File: src/rtl/adc_capture_pkg.sv
// Shared types and constants for the ADC DDR capture and IDELAY training block.
package adc_capture_pkg;

   typedef enum logic [2:0] {
      ST_IDLE   = 3'd0,
      ST_LOAD   = 3'd1,
      ST_SETTLE = 3'd2,
      ST_CHECK  = 3'd3,
      ST_NEXT   = 3'd4,
      ST_CENTER = 3'd5,
      ST_STREAM = 3'd6
   } state_e;

   localparam logic [11:0] DEF_PATTERN = 12'hAAA;
   localparam int          OVF_W       = 16;

   // Saturating increment for the drop counter.
   function automatic logic [OVF_W-1:0] sat_inc(input logic [OVF_W-1:0] v);
      logic [OVF_W-1:0] r;
      if (v == {OVF_W{1'b1}}) begin
         r = v;
      end else begin
         r = v + OVF_W'(1);
      end
      return r;
   endfunction

endpackage

File: src/rtl/sync_fifo_fwft.sv
// Single-clock first-word-fall-through FIFO with a registered head word that
// holds its last value while empty.
module sync_fifo_fwft #(
   parameter int WIDTH = 13,
   parameter int DEPTH = 16
) (
   input  logic             clk,
   input  logic             rst_n,
   input  logic             flush_i,
   input  logic             wr_en_i,
   input  logic [WIDTH-1:0] wr_data_i,
   input  logic             rd_ready_i,
   output logic             rd_valid_o,
   output logic [WIDTH-1:0] rd_data_o,
   output logic             full_o
);

   localparam int AW = $clog2(DEPTH);

   logic [WIDTH-1:0] mem_q [0:DEPTH-1];
   logic [AW-1:0]    wr_ptr_q, rd_ptr_q, wr_ptr_d, rd_ptr_d;
   logic [AW:0]      count_q, count_d;
   logic             valid_q;
   logic [WIDTH-1:0] data_q, head_d;
   logic             rd_en_s, wr_ok_s, full_s;

   // Next-state pointers, occupancy and head word.
   always_comb begin
      full_s   = (count_q == (AW+1)'(DEPTH));
      rd_en_s  = rd_ready_i && valid_q;
      wr_ok_s  = wr_en_i && (!full_s || rd_en_s);
      count_d  = count_q + {{AW{1'b0}}, wr_ok_s} - {{AW{1'b0}}, rd_en_s};
      rd_ptr_d = rd_ptr_q + {{(AW-1){1'b0}}, rd_en_s};
      wr_ptr_d = wr_ptr_q + {{(AW-1){1'b0}}, wr_ok_s};
      // A word written this cycle into the next head slot bypasses the array.
      if (count_d == (AW+1)'(0)) begin
         head_d = data_q;
      end else if (wr_ok_s && (wr_ptr_q == rd_ptr_d)) begin
         head_d = wr_data_i;
      end else begin
         head_d = mem_q[rd_ptr_d];
      end
   end

   // Storage array write port.
   always_ff @(posedge clk) begin
      if (wr_ok_s && !flush_i) begin
         mem_q[wr_ptr_q] <= wr_data_i;
      end
   end

   // Pointers, occupancy and registered output word.
   always_ff @(posedge clk or negedge rst_n) begin
      if (!rst_n) begin
         wr_ptr_q <= {AW{1'b0}};
         rd_ptr_q <= {AW{1'b0}};
         count_q  <= {(AW+1){1'b0}};
         valid_q  <= 1'b0;
         data_q   <= {WIDTH{1'b0}};
      end else if (flush_i) begin
         wr_ptr_q <= {AW{1'b0}};
         rd_ptr_q <= {AW{1'b0}};
         count_q  <= {(AW+1){1'b0}};
         valid_q  <= 1'b0;
      end else begin
         wr_ptr_q <= wr_ptr_d;
         rd_ptr_q <= rd_ptr_d;
         count_q  <= count_d;
         valid_q  <= (count_d != (AW+1)'(0));
         data_q   <= head_d;
      end
   end

   assign rd_valid_o = valid_q;
   assign rd_data_o  = data_q;
   assign full_o     = full_s;

endmodule

File: src/rtl/adc_ddr_capture_train.sv
// DDR ADC capture with IDELAY tap-sweep training, window centring and a
// FWFT AXI-Stream output buffer with overflow accounting.
module adc_ddr_capture_train
   import adc_capture_pkg::*;
#(
   parameter int                 LANES      = 6,
   parameter int                 TAP_W      = 5,
   parameter logic [2*LANES-1:0] PATTERN    = DEF_PATTERN,
   parameter int                 SETTLE_CYC = 16,
   parameter int                 CHECK_LEN  = 64,
   parameter int                 MIN_WIN    = 4,
   parameter int                 DEF_TAP    = 19,
   parameter int                 FIFO_DEPTH = 16
) (
   input  logic               clk,
   input  logic               rst_n,
   input  logic [LANES-1:0]   iddr_q1,
   input  logic [LANES-1:0]   iddr_q2,
   input  logic               adc_or,
   input  logic               train_start,
   output logic [TAP_W-1:0]   dly_cntvalue,
   output logic               dly_ld,
   output logic               train_done,
   output logic               train_fail,
   output logic [2*LANES:0]   m_tdata,
   output logic               m_tvalid,
   input  logic               m_tready,
   output logic               overflow,
   output logic [OVF_W-1:0]   ovf_count
);

   localparam int                SW       = 2 * LANES;
   localparam int                LEN_W    = TAP_W + 1;
   localparam int                CNT_W    = 16;
   localparam logic [TAP_W-1:0]  TAP_LAST = {TAP_W{1'b1}};

   state_e             state_q;
   logic [SW-1:0]      sample_q, prev_q;
   logic               or_q;
   logic [TAP_W-1:0]   tap_q, cur_start_q, best_start_q;
   logic [LEN_W-1:0]   cur_len_q, best_len_q;
   logic [CNT_W-1:0]   cnt_q;
   logic               pass_q, dly_ld_q, done_q, fail_q, ovf_flag_q;
   logic [OVF_W-1:0]   ovf_cnt_q;

   logic               sample_ok_s, closing_s, drop_s;
   logic               fifo_wr_s, fifo_flush_s, fifo_full_s, fifo_valid_s;
   logic [LEN_W-1:0]   new_len_s, close_len_s;
   logic [TAP_W-1:0]   new_start_s, close_start_s, center_tap_s;

   // IDDR outputs and over-range flag, one register stage.
   always_ff @(posedge clk or negedge rst_n) begin
      if (!rst_n) begin
         sample_q <= {SW{1'b0}};
         or_q     <= 1'b0;
      end else begin
         sample_q <= {iddr_q1, iddr_q2};
         or_q     <= adc_or;
      end
   end

   // Per-sample pass test, run bookkeeping and stream-side control.
   always_comb begin
      sample_ok_s = ((sample_q == PATTERN) || (sample_q == ~PATTERN)) &&
                    ((cnt_q == CNT_W'(0)) || (sample_q != prev_q));
      new_len_s   = cur_len_q + LEN_W'(1);
      if (cur_len_q == LEN_W'(0)) begin
         new_start_s = tap_q;
      end else begin
         new_start_s = cur_start_q;
      end
      // The last tap always closes a run so a window ending there is kept.
      closing_s     = !pass_q || (tap_q == TAP_LAST);
      close_len_s   = pass_q ? new_len_s : cur_len_q;
      close_start_s = pass_q ? new_start_s : cur_start_q;
      center_tap_s  = best_start_q + best_len_q[LEN_W-1:1];
      fifo_wr_s     = (state_q == ST_STREAM) && !train_start;
      fifo_flush_s  = (state_q == ST_STREAM) && train_start;
      drop_s        = fifo_wr_s && fifo_full_s && !(m_tready && fifo_valid_s);
   end

   // Training / streaming state machine with registered outputs.
   always_ff @(posedge clk or negedge rst_n) begin
      if (!rst_n) begin
         state_q      <= ST_IDLE;
         tap_q        <= {TAP_W{1'b0}};
         cur_start_q  <= {TAP_W{1'b0}};
         best_start_q <= {TAP_W{1'b0}};
         cur_len_q    <= {LEN_W{1'b0}};
         best_len_q   <= {LEN_W{1'b0}};
         cnt_q        <= {CNT_W{1'b0}};
         prev_q       <= {SW{1'b0}};
         pass_q       <= 1'b0;
         dly_ld_q     <= 1'b0;
         done_q       <= 1'b0;
         fail_q       <= 1'b0;
         ovf_flag_q   <= 1'b0;
         ovf_cnt_q    <= {OVF_W{1'b0}};
      end else begin
         dly_ld_q <= 1'b0;
         case (state_q)
            ST_IDLE: begin
               if (train_start) begin
                  tap_q        <= {TAP_W{1'b0}};
                  cur_len_q    <= {LEN_W{1'b0}};
                  cur_start_q  <= {TAP_W{1'b0}};
                  best_len_q   <= {LEN_W{1'b0}};
                  best_start_q <= {TAP_W{1'b0}};
                  done_q       <= 1'b0;
                  fail_q       <= 1'b0;
                  state_q      <= ST_LOAD;
               end
            end
            ST_LOAD: begin
               dly_ld_q <= 1'b1;
               cnt_q    <= {CNT_W{1'b0}};
               state_q  <= ST_SETTLE;
            end
            ST_SETTLE: begin
               if (cnt_q == CNT_W'(SETTLE_CYC - 1)) begin
                  cnt_q   <= {CNT_W{1'b0}};
                  pass_q  <= 1'b1;
                  state_q <= ST_CHECK;
               end else begin
                  cnt_q <= cnt_q + CNT_W'(1);
               end
            end
            ST_CHECK: begin
               if (!sample_ok_s) begin
                  pass_q <= 1'b0;
               end
               prev_q <= sample_q;
               if (cnt_q == CNT_W'(CHECK_LEN - 1)) begin
                  cnt_q   <= {CNT_W{1'b0}};
                  state_q <= ST_NEXT;
               end else begin
                  cnt_q <= cnt_q + CNT_W'(1);
               end
            end
            ST_NEXT: begin
               // Strictly-longer comparison lets the earliest run win ties.
               if (closing_s && (close_len_s > best_len_q)) begin
                  best_len_q   <= close_len_s;
                  best_start_q <= close_start_s;
               end
               cur_len_q   <= pass_q ? new_len_s : {LEN_W{1'b0}};
               cur_start_q <= new_start_s;
               if (tap_q == TAP_LAST) begin
                  state_q <= ST_CENTER;
               end else begin
                  tap_q   <= tap_q + TAP_W'(1);
                  state_q <= ST_LOAD;
               end
            end
            ST_CENTER: begin
               if (best_len_q >= LEN_W'(MIN_WIN)) begin
                  tap_q  <= center_tap_s;
                  done_q <= 1'b1;
               end else begin
                  tap_q  <= TAP_W'(DEF_TAP);
                  fail_q <= 1'b1;
               end
               dly_ld_q <= 1'b1;
               state_q  <= ST_STREAM;
            end
            ST_STREAM: begin
               if (train_start) begin
                  tap_q        <= {TAP_W{1'b0}};
                  cur_len_q    <= {LEN_W{1'b0}};
                  cur_start_q  <= {TAP_W{1'b0}};
                  best_len_q   <= {LEN_W{1'b0}};
                  best_start_q <= {TAP_W{1'b0}};
                  done_q       <= 1'b0;
                  fail_q       <= 1'b0;
                  ovf_flag_q   <= 1'b0;
                  ovf_cnt_q    <= {OVF_W{1'b0}};
                  state_q      <= ST_LOAD;
               end else if (drop_s) begin
                  ovf_flag_q <= 1'b1;
                  ovf_cnt_q  <= sat_inc(ovf_cnt_q);
               end else begin
                  ovf_flag_q <= ovf_flag_q;
               end
            end
            default: begin
               state_q <= ST_IDLE;
            end
         endcase
      end
   end

   sync_fifo_fwft #(
      .WIDTH (SW + 1),
      .DEPTH (FIFO_DEPTH)
   ) u_fifo (
      .clk        (clk),
      .rst_n      (rst_n),
      .flush_i    (fifo_flush_s),
      .wr_en_i    (fifo_wr_s),
      .wr_data_i  ({or_q, sample_q}),
      .rd_ready_i (m_tready),
      .rd_valid_o (fifo_valid_s),
      .rd_data_o  (m_tdata),
      .full_o     (fifo_full_s)
   );

   assign dly_cntvalue = tap_q;
   assign dly_ld       = dly_ld_q;
   assign train_done   = done_q;
   assign train_fail   = fail_q;
   assign m_tvalid     = fifo_valid_s;
   assign overflow     = ovf_flag_q;
   assign ovf_count    = ovf_cnt_q;

endmodule

File: config.mk
export PLATFORM = sky130hd
export DESIGN_NAME = adc_ddr_capture_train
export DESIGN_NICKNAME = d
export VERILOG_FILES = /design/src/rtl/adc_capture_pkg.sv /design/src/rtl/sync_fifo_fwft.sv /design/src/rtl/adc_ddr_capture_train.sv
export SDC_FILE = /design/constraint.sdc
export NUM_CORES = 1
export LEC_CHECK = 0
export CAP_MARGIN = 20
export CORE_ASPECT_RATIO = 0.9
export CORE_MARGIN = 2
export CORE_UTILIZATION = 50
export CTS_CLUSTER_DIAMETER = 150
export DETAILED_ROUTE_END_ITERATION = 10
export GPL_ROUTABILITY_DRIVEN = 0
export GPL_TIMING_DRIVEN = 0
export PLACE_DENSITY = 0.68
export SYNTH_ARGS = -nofsm -noshare
export SYNTH_HDL_FRONTEND = slang
export SYNTH_SLANG_ARGS = --single-unit
File: constraint.sdc
create_clock -name clk -period 3.6 [get_ports clk]
set_input_delay 0.72 -clock clk [delete_from_list [all_inputs] [get_ports clk]]
set_output_delay 0.72 -clock clk [all_outputs]
set_load 0.02 [all_outputs]
Yosys cells after proc, flatten, opt, wreduce, memory -nomap -nowiden:

Memory sizes are Yosys's and may differ from the RTL's. A register that Yosys moved wholly into a read port is not among the register bits.
Cells that the tools add are included.

* add/sub/neg operators: 9
* order comparisons: 2
* equality and inequality tests: 23
* multiplexer cells: 43
* bitwise operators: 2
* reductions and logical operators: 42

Operators with widths (count)
* $mux 16: 5
* $pmux 16 s3: 1
* $mux 5: 7
* $add 16x1->16 const B: 2
* $mux 6: 4
* $pmux 6 s2: 2
* $reduce_and 3->1: 7
* $pmux 5 s2: 2
* $pmux 3 s6: 1
* $eq 16x16->1 const B: 1
* $eq 16x4->1 const B: 1
* $eq 16x6->1 const B: 1
* $logic_not 16->1: 1
* $ne 2x2->1 const B: 8
* $pmux 5 s3: 1
* $eq 12x11->1 const B: 1
* $eq 12x12->1 const B: 1
* $mux 3: 4
* $ne 12x12->1: 1
* $mux 1: 11
* $eq 5x5->1 const B: 2
* $eq 3x3->1 const B: 3
* $logic_and 1x1->1: 9
* $add 4x1->4: 2
* other kinds (23): 43

* bits in registers: 106
* bits in writable memories: 208
* input port bits: 17
* output and inout port bits: 39
* logic and storage cells: 142
* memories kept: 1

Memories
* u_fifo.mem_q: depth 16, bits a word 13, rd ports 1, clocked after memory_dff 1, write ports 1, RTL line sync_fifo_fwft.sv:20 `logic [WIDTH-1:0] mem_q [0:DEPTH-1];`

Logic depth before layout (Yosys ltp):

* word-level depth: 9
* gate-level depth with buffers: 15
* mapped depth without buffers: 14

Hierarchy:

A second synthesis with hierarchy kept.

* cell total of the unflattened synthesis: 955
* area, all modules: 14376.3 um^2

By module, submodules not included
* sync_fifo_fwft: instances 1, cells an instance 466, area an instance 9415.3 um^2, sequential area each 6921.6 um^2
* adc_ddr_capture_train: instances 1, cells an instance 489, area an instance 4961.0 um^2, sequential area each 2302.2 um^2

Worst setup path before layout:

No wires, ideal clock.

* path kind: input to register
* start point: in train_start
* end point: reg u_fifo.data_q[1] (netlist: u_fifo.rd_data_o[1]) (read register of u_fifo.mem_q)
* arrival time: 3200 ps
* slack: 323 ps
* stages on the path: 13
* buffers on the path: 2
* cells stage by stage: clkbuf_1 -> a21oi_1 -> nand2_1 -> inv_1 -> ha_1 -> fa_1 -> a21oi_1 -> o21bai_1 -> xnor2_1 -> a31oi_1 -> clkbuf_1 -> nor2_1 -> a21oi_1

* longest elaborated chain between the ends: 8
* elaborated cells on any way between the ends: 10

Ends and longest elaborated chain
* start, declared: RTL line adc_ddr_capture_train.sv:20 `input logic train_start,`
* $logic_not 1->1: RTL line adc_ddr_capture_train.sv:77 `fifo_wr_s = (state_q == ST_STREAM) && !train_start;`
* $logic_and 1x1->1: RTL line adc_ddr_capture_train.sv:77
* $logic_and 1x1->1: RTL line sync_fifo_fwft.sv:31 `wr_ok_s = wr_en_i && (!full_s || rd_en_s);`
* $add 5x1->5: RTL line sync_fifo_fwft.sv:32 `count_d = count_q + {{AW{1'b0}}, wr_ok_s} - {{AW{1'b0}}, rd_en_s};`
* $sub 5x1->5: RTL line sync_fifo_fwft.sv:32
* $logic_not 5->1: RTL line sync_fifo_fwft.sv:36 `if (count_d == (AW+1)'(0)) begin`
* $not 1->1 (no source line)
* $reduce_and 2->1 (no source line) (*)
* end, declared: RTL line sync_fifo_fwft.sv:24 `logic [WIDTH-1:0] data_q, head_d;`

Mark *: on every way between the ends. The rest lies on a longest branch, timed or not.
A chain may end at the register's enable or synchronous reset.

Worst setup path in the final report:

* start point: in m_tready
* end point: reg u_fifo.data_q[1] (netlist: u_fifo.rd_data_o[1]) (read register of u_fifo.mem_q)

* longest elaborated chain between the ends: 8
* elaborated cells on any way between the ends: 9

Ends and longest elaborated chain
* start, declared: RTL line adc_ddr_capture_train.sv:27 `input logic m_tready,`
* $logic_and 1x1->1 (*): RTL line sync_fifo_fwft.sv:30 `rd_en_s = rd_ready_i && valid_q;`
* $logic_or 1x1->1: RTL line sync_fifo_fwft.sv:31
* $logic_and 1x1->1: RTL line sync_fifo_fwft.sv:31
* $add 5x1->5: RTL line sync_fifo_fwft.sv:32
* $sub 5x1->5: RTL line sync_fifo_fwft.sv:32
* $logic_not 5->1: RTL line sync_fifo_fwft.sv:36
* $not 1->1 (no source line)
* $reduce_and 2->1 (no source line)

Marked as above.

==> summary.txt <==
Setup path
  – CP required: 3.97 ns
  – Critical path type: primary input to flop
  – Crit path max fanout: 10
  – Worst reg2reg setup slack: 0.31 ns
  – Most frequent CP cell: mux2i_1
  – Slowest CP cell: clkbuf_1
  – Startpoint Class: primary input
  – Arr. time, crit path: 3.71 ns
  – Critical Path Sink Type: flop
  – Worst stage delay on the critical path: 0.65 ns
  – CP Cell Sequence: clkdlybuf4s50_1, nand2_1, inv_1, ha_2, nand3_1, xor2_4, clkbuf_1, mux2i_1, mux2i_1, mux2i_1, a21oi_1

Global route
  – Initial antenna violation count: 0
  – GR Util met2: 33.4%
  – Largest net degree at the start of global routing: 70
  – Met3 Use GR: about 4%
  – Global route hottest layer: met2
  – Grt ovf: 0
  – Total track usage: a little over a fifth
  – First-pass GRT wire length: 49300 um
  – GR Util met1: between 30% and 40%
  – Vias in the first global route: 8469

STA
  – Final setup viols: 0
  – Hold Violations, Final: 0
  – Fin. max-slew vios: 0
  – Worst-margin pin slew: around 0.98 ns
  – Slew margin rel.: between 30% and 40%
  – Skew final: 0.0174 ns
  – Max Freq: 0.299 GHz
  – Hold WS: 0.146 ns
  – Period minus WS final: 3.34 ns
  – Total negative slack: 0 ns
  – RSZ-0062 raised after global routing: no
  – Final critical-path share of the clock period: 92.8%

Synthesis
  – Register area share after synthesis: 65.3%
  – Top cell type's share of synthesized area: around 44%
  – Unique masters post-synth: between 50 and 60
  – Syn nets: 985
  – Syn Area/Cell: 15.1 um2
  – Main synth FF type: edfxtp_1
  – Asr flop ratio synth: 36.4%
  – FF+latch count, synth: 327
  – Cell area after synthesis: between 0.01 and 0.015 mm2
  – Cell taking the most area after synthesis: edfxtp_1
  – Most area-consuming cells after synthesis: edfxtp_1 44%, dfrtp_1 21%, mux4_2 8.3%
  – Mapped Cells: 938
  – Number of synthesized flops with an enable pin: 208
  – Yosys warnings: 0

Pwr
  – Psw: 0.00423 W
  – Clk pwr share: 28.8%
  – Combinational share of power: 35.1%
  – Power Total: 0.0129 W
  – PwrDens: 778 mW/mm2
  – LEAKAGE: 6.35 nW
  – Sw Share: 32.7%
  – VDD IR-drop max: 0.000379 V
  – Internal power: 0.00872 W
  – Flop pwr share: 36.1%

Place
  – IO buf count: 54
  – Hpwl dp: roughly 21000 um
  – DP Cell Count: roughly 1400
  – Placed cell area: 0.0154 mm2

Detailed routing
  – DRC violations left: 0
  – Final WL: between 30000 and 40000 um
  – Detail-routed net length per standard cell: 21.7 um
  – Via Count: 8344
  – Router iterations before antenna repair: 5
  – Post-route ant nets: 0
  – Initial DRC Count: 657
  – Vias per cell: 5.81

Die
  – Die Y-Extent: around 160 um
  – # IOs: between 50 and 60
  – Initial Util: 50.7%
  – Rows: 58
  – Die W: 181 um
  – Die footprint: around 0.030 mm2
  – Core area: 0.0279 mm2

CTS
  – Clk Latency, worst-skew pair: between 0.5 and 0.6 ns
  – CTS tree: built
  – CTS Buf Count: 35
  – Clk pin slew, worst setup/hold paths: 0.06 ns
  – Hold_buf cts: 0
  – Root Driver: clkbuf_16
  – Max clock buf depth: 3
  – Clock Sinks: 327
  – H-tree levels: 2

Status
  – Run status: finished clean

Finish
  – Non-filler cells in the finished layout: 1436
  – Commonest non-fill, non-tap cell in the layout: edfxtp_1
  – Layout Area Growth over Synthesis: 17.9%
  – Antenna Cells: 0
  – Commonest non-fill, non-tap cells in the layout: 208 x edfxtp_1, 119 x dfrtp_1, 71 x nor2_1
  – Layout cell share with drive strength beyond 1: between 10% and 20%
  – Nets: approximately 1100
  – Design Area, Final: 0.0166 mm2

Flow run
  – Max Cap Viol: 0

Worst hold path
  – Worst min-delay path category: primary input to async pin
[layout make-up]
class / count / area [um2]
inverters: 27 / 101
flip-flops and latches: 327 / 9220
multi-input cells: 545 / 4710
repair buffers: 79 / 796
clock buffers: 46 / 1000
well taps: 360 / 450
fillers: 2125 / 11200
clock inverters: 15 / 193
plain buffers: 37 / 165
[what timing repair did]
| item | 4_1_cts | 5_1_grt |
|---|---|---|
| pin swaps | 0 | 1 |
| setup buffers | 0 | 4 |
| endpoints found under the setup margin | 14 | 14 |
| gates resized for setup | 13 | 2 |
[flip-flops by register name (all words and copies together), names as in the netlist, 3 cells and up]
register / cells
u_fifo.count_q: 5
u_fifo.rd_data_o: 13
cur_len_q: 6
prev_q: 12
cnt_q: 16
ovf_count: 16
best_start_q: 5
state_q: 3
best_len_q: 6
sample_q: 12
u_fifo.mem_q: 208
u_fifo.wr_ptr_q: 4
dly_cntvalue: 5
cur_start_q: 5
u_fifo.rd_ptr_q: 4
[final timing paths]
kind                                             startpoint                               to  cells past startpoint
worst min register to register  best_start_q[0]$_DFFE_PN0P_      best_start_q[0]$_DFFE_PN0P_                      2
max in group asynchronous                             rst_n  u_fifo.rd_data_o[1]$_DFFE_PN0P_                      2
min in group clk                best_start_q[0]$_DFFE_PN0P_      best_start_q[0]$_DFFE_PN0P_                      2
worst min-delay path                                  rst_n         cur_len_q[1]$_DFFE_PN0P_                      1
worst max register to register  u_fifo.count_q[3]$_DFF_PN0_  u_fifo.rd_data_o[4]$_DFFE_PN0P_                     15
worst max-delay path                               m_tready  u_fifo.rd_data_o[1]$_DFFE_PN0P_                     11
[worst max-delay path, delay by kind of cell]
family                   cells  cell delay, ns
buffers and inverters        3            1.22
multiplexers                 3            0.75
XOR/XNOR                     1            0.43
AND/OR/NAND/NOR              2            0.27
adder cells (fa/ha/maj)      1            0.18
AO/OA/AOI/OAI                1            0.12
[cells by family (layout without fill, tap and decap cells)]
group,Yosys count,after routing,share of synthesized area (%)
flops,327,327,65.3
simple gates,225,225,8.12
mux,122,122,13.4
compound gates,115,115,5.10
buf+inv,66,204,1.88
xor+xnor,52,52,3.36
fa+ha+maj,31,31,2.84
[through the flow]
step / utilization, % / setup WS (ns)
final: 59.7 / 0.258
after global routing: 59.7 / 0.00359
after CTS: 59.6 / 0.0165
after detailed placement: 55.2 / -0.894
after global placement: 54.2 / -2.95
after floorplan: - / 0.323
[power by group through the flow]
stage	clock network [W]	logic (W)	registers, W
2_1_floorplan	0	0.00293	0.00483
3_3_place_gp	0	0.00432	0.00474
3_5_place_dp	0	0.00443	0.00475
4_1_cts	0.00379	0.00451	0.00468
5_1_grt	0.00395	0.00490	0.00473
6_report	0.00373	0.00454	0.00468
[cell usage after synthesis, types with 4 or more instances]
| cell | count |
|---|---|
| a21o_1 | 5 |
| nand2_1 | 41 |
| a32o_1 | 5 |
| nand3_1 | 25 |
| a31oi_1 | 4 |
| nor4bb_1 | 7 |
| mux2_2 | 13 |
| and2_1 | 4 |
| buf_2 | 8 |
| nand2b_1 | 5 |
| inv_1 | 27 |
| and3_1 | 17 |
| a22o_1 | 10 |
| edfxtp_1 | 208 |
| nor4_1 | 12 |
| o21ai_0 | 35 |
| dfrtp_1 | 119 |
| o21bai_1 | 5 |
| mux2i_1 | 57 |
| nor2b_1 | 11 |
| clkbuf_1 | 29 |
| a21oi_1 | 34 |
| ha_1 | 28 |
| nor3_1 | 9 |
| xnor2_1 | 21 |
| mux4_2 | 52 |
| nor2_1 | 71 |
| xor2_1 | 30 |
| nand4_1 | 8 |
[per-layer routing]
layer / routed length (um) / up-vias / part of all wire, %
li1: - / 3795 / -
met1: 14400 / 4222 / 46
met2: 14000 / 273 / 45
met3: 2040 / 54 / 6.5
met4: 742 / 0 / 2.4
met5: 0 / - / 0
Note: power is estimated with default switching activity, not from simulation.
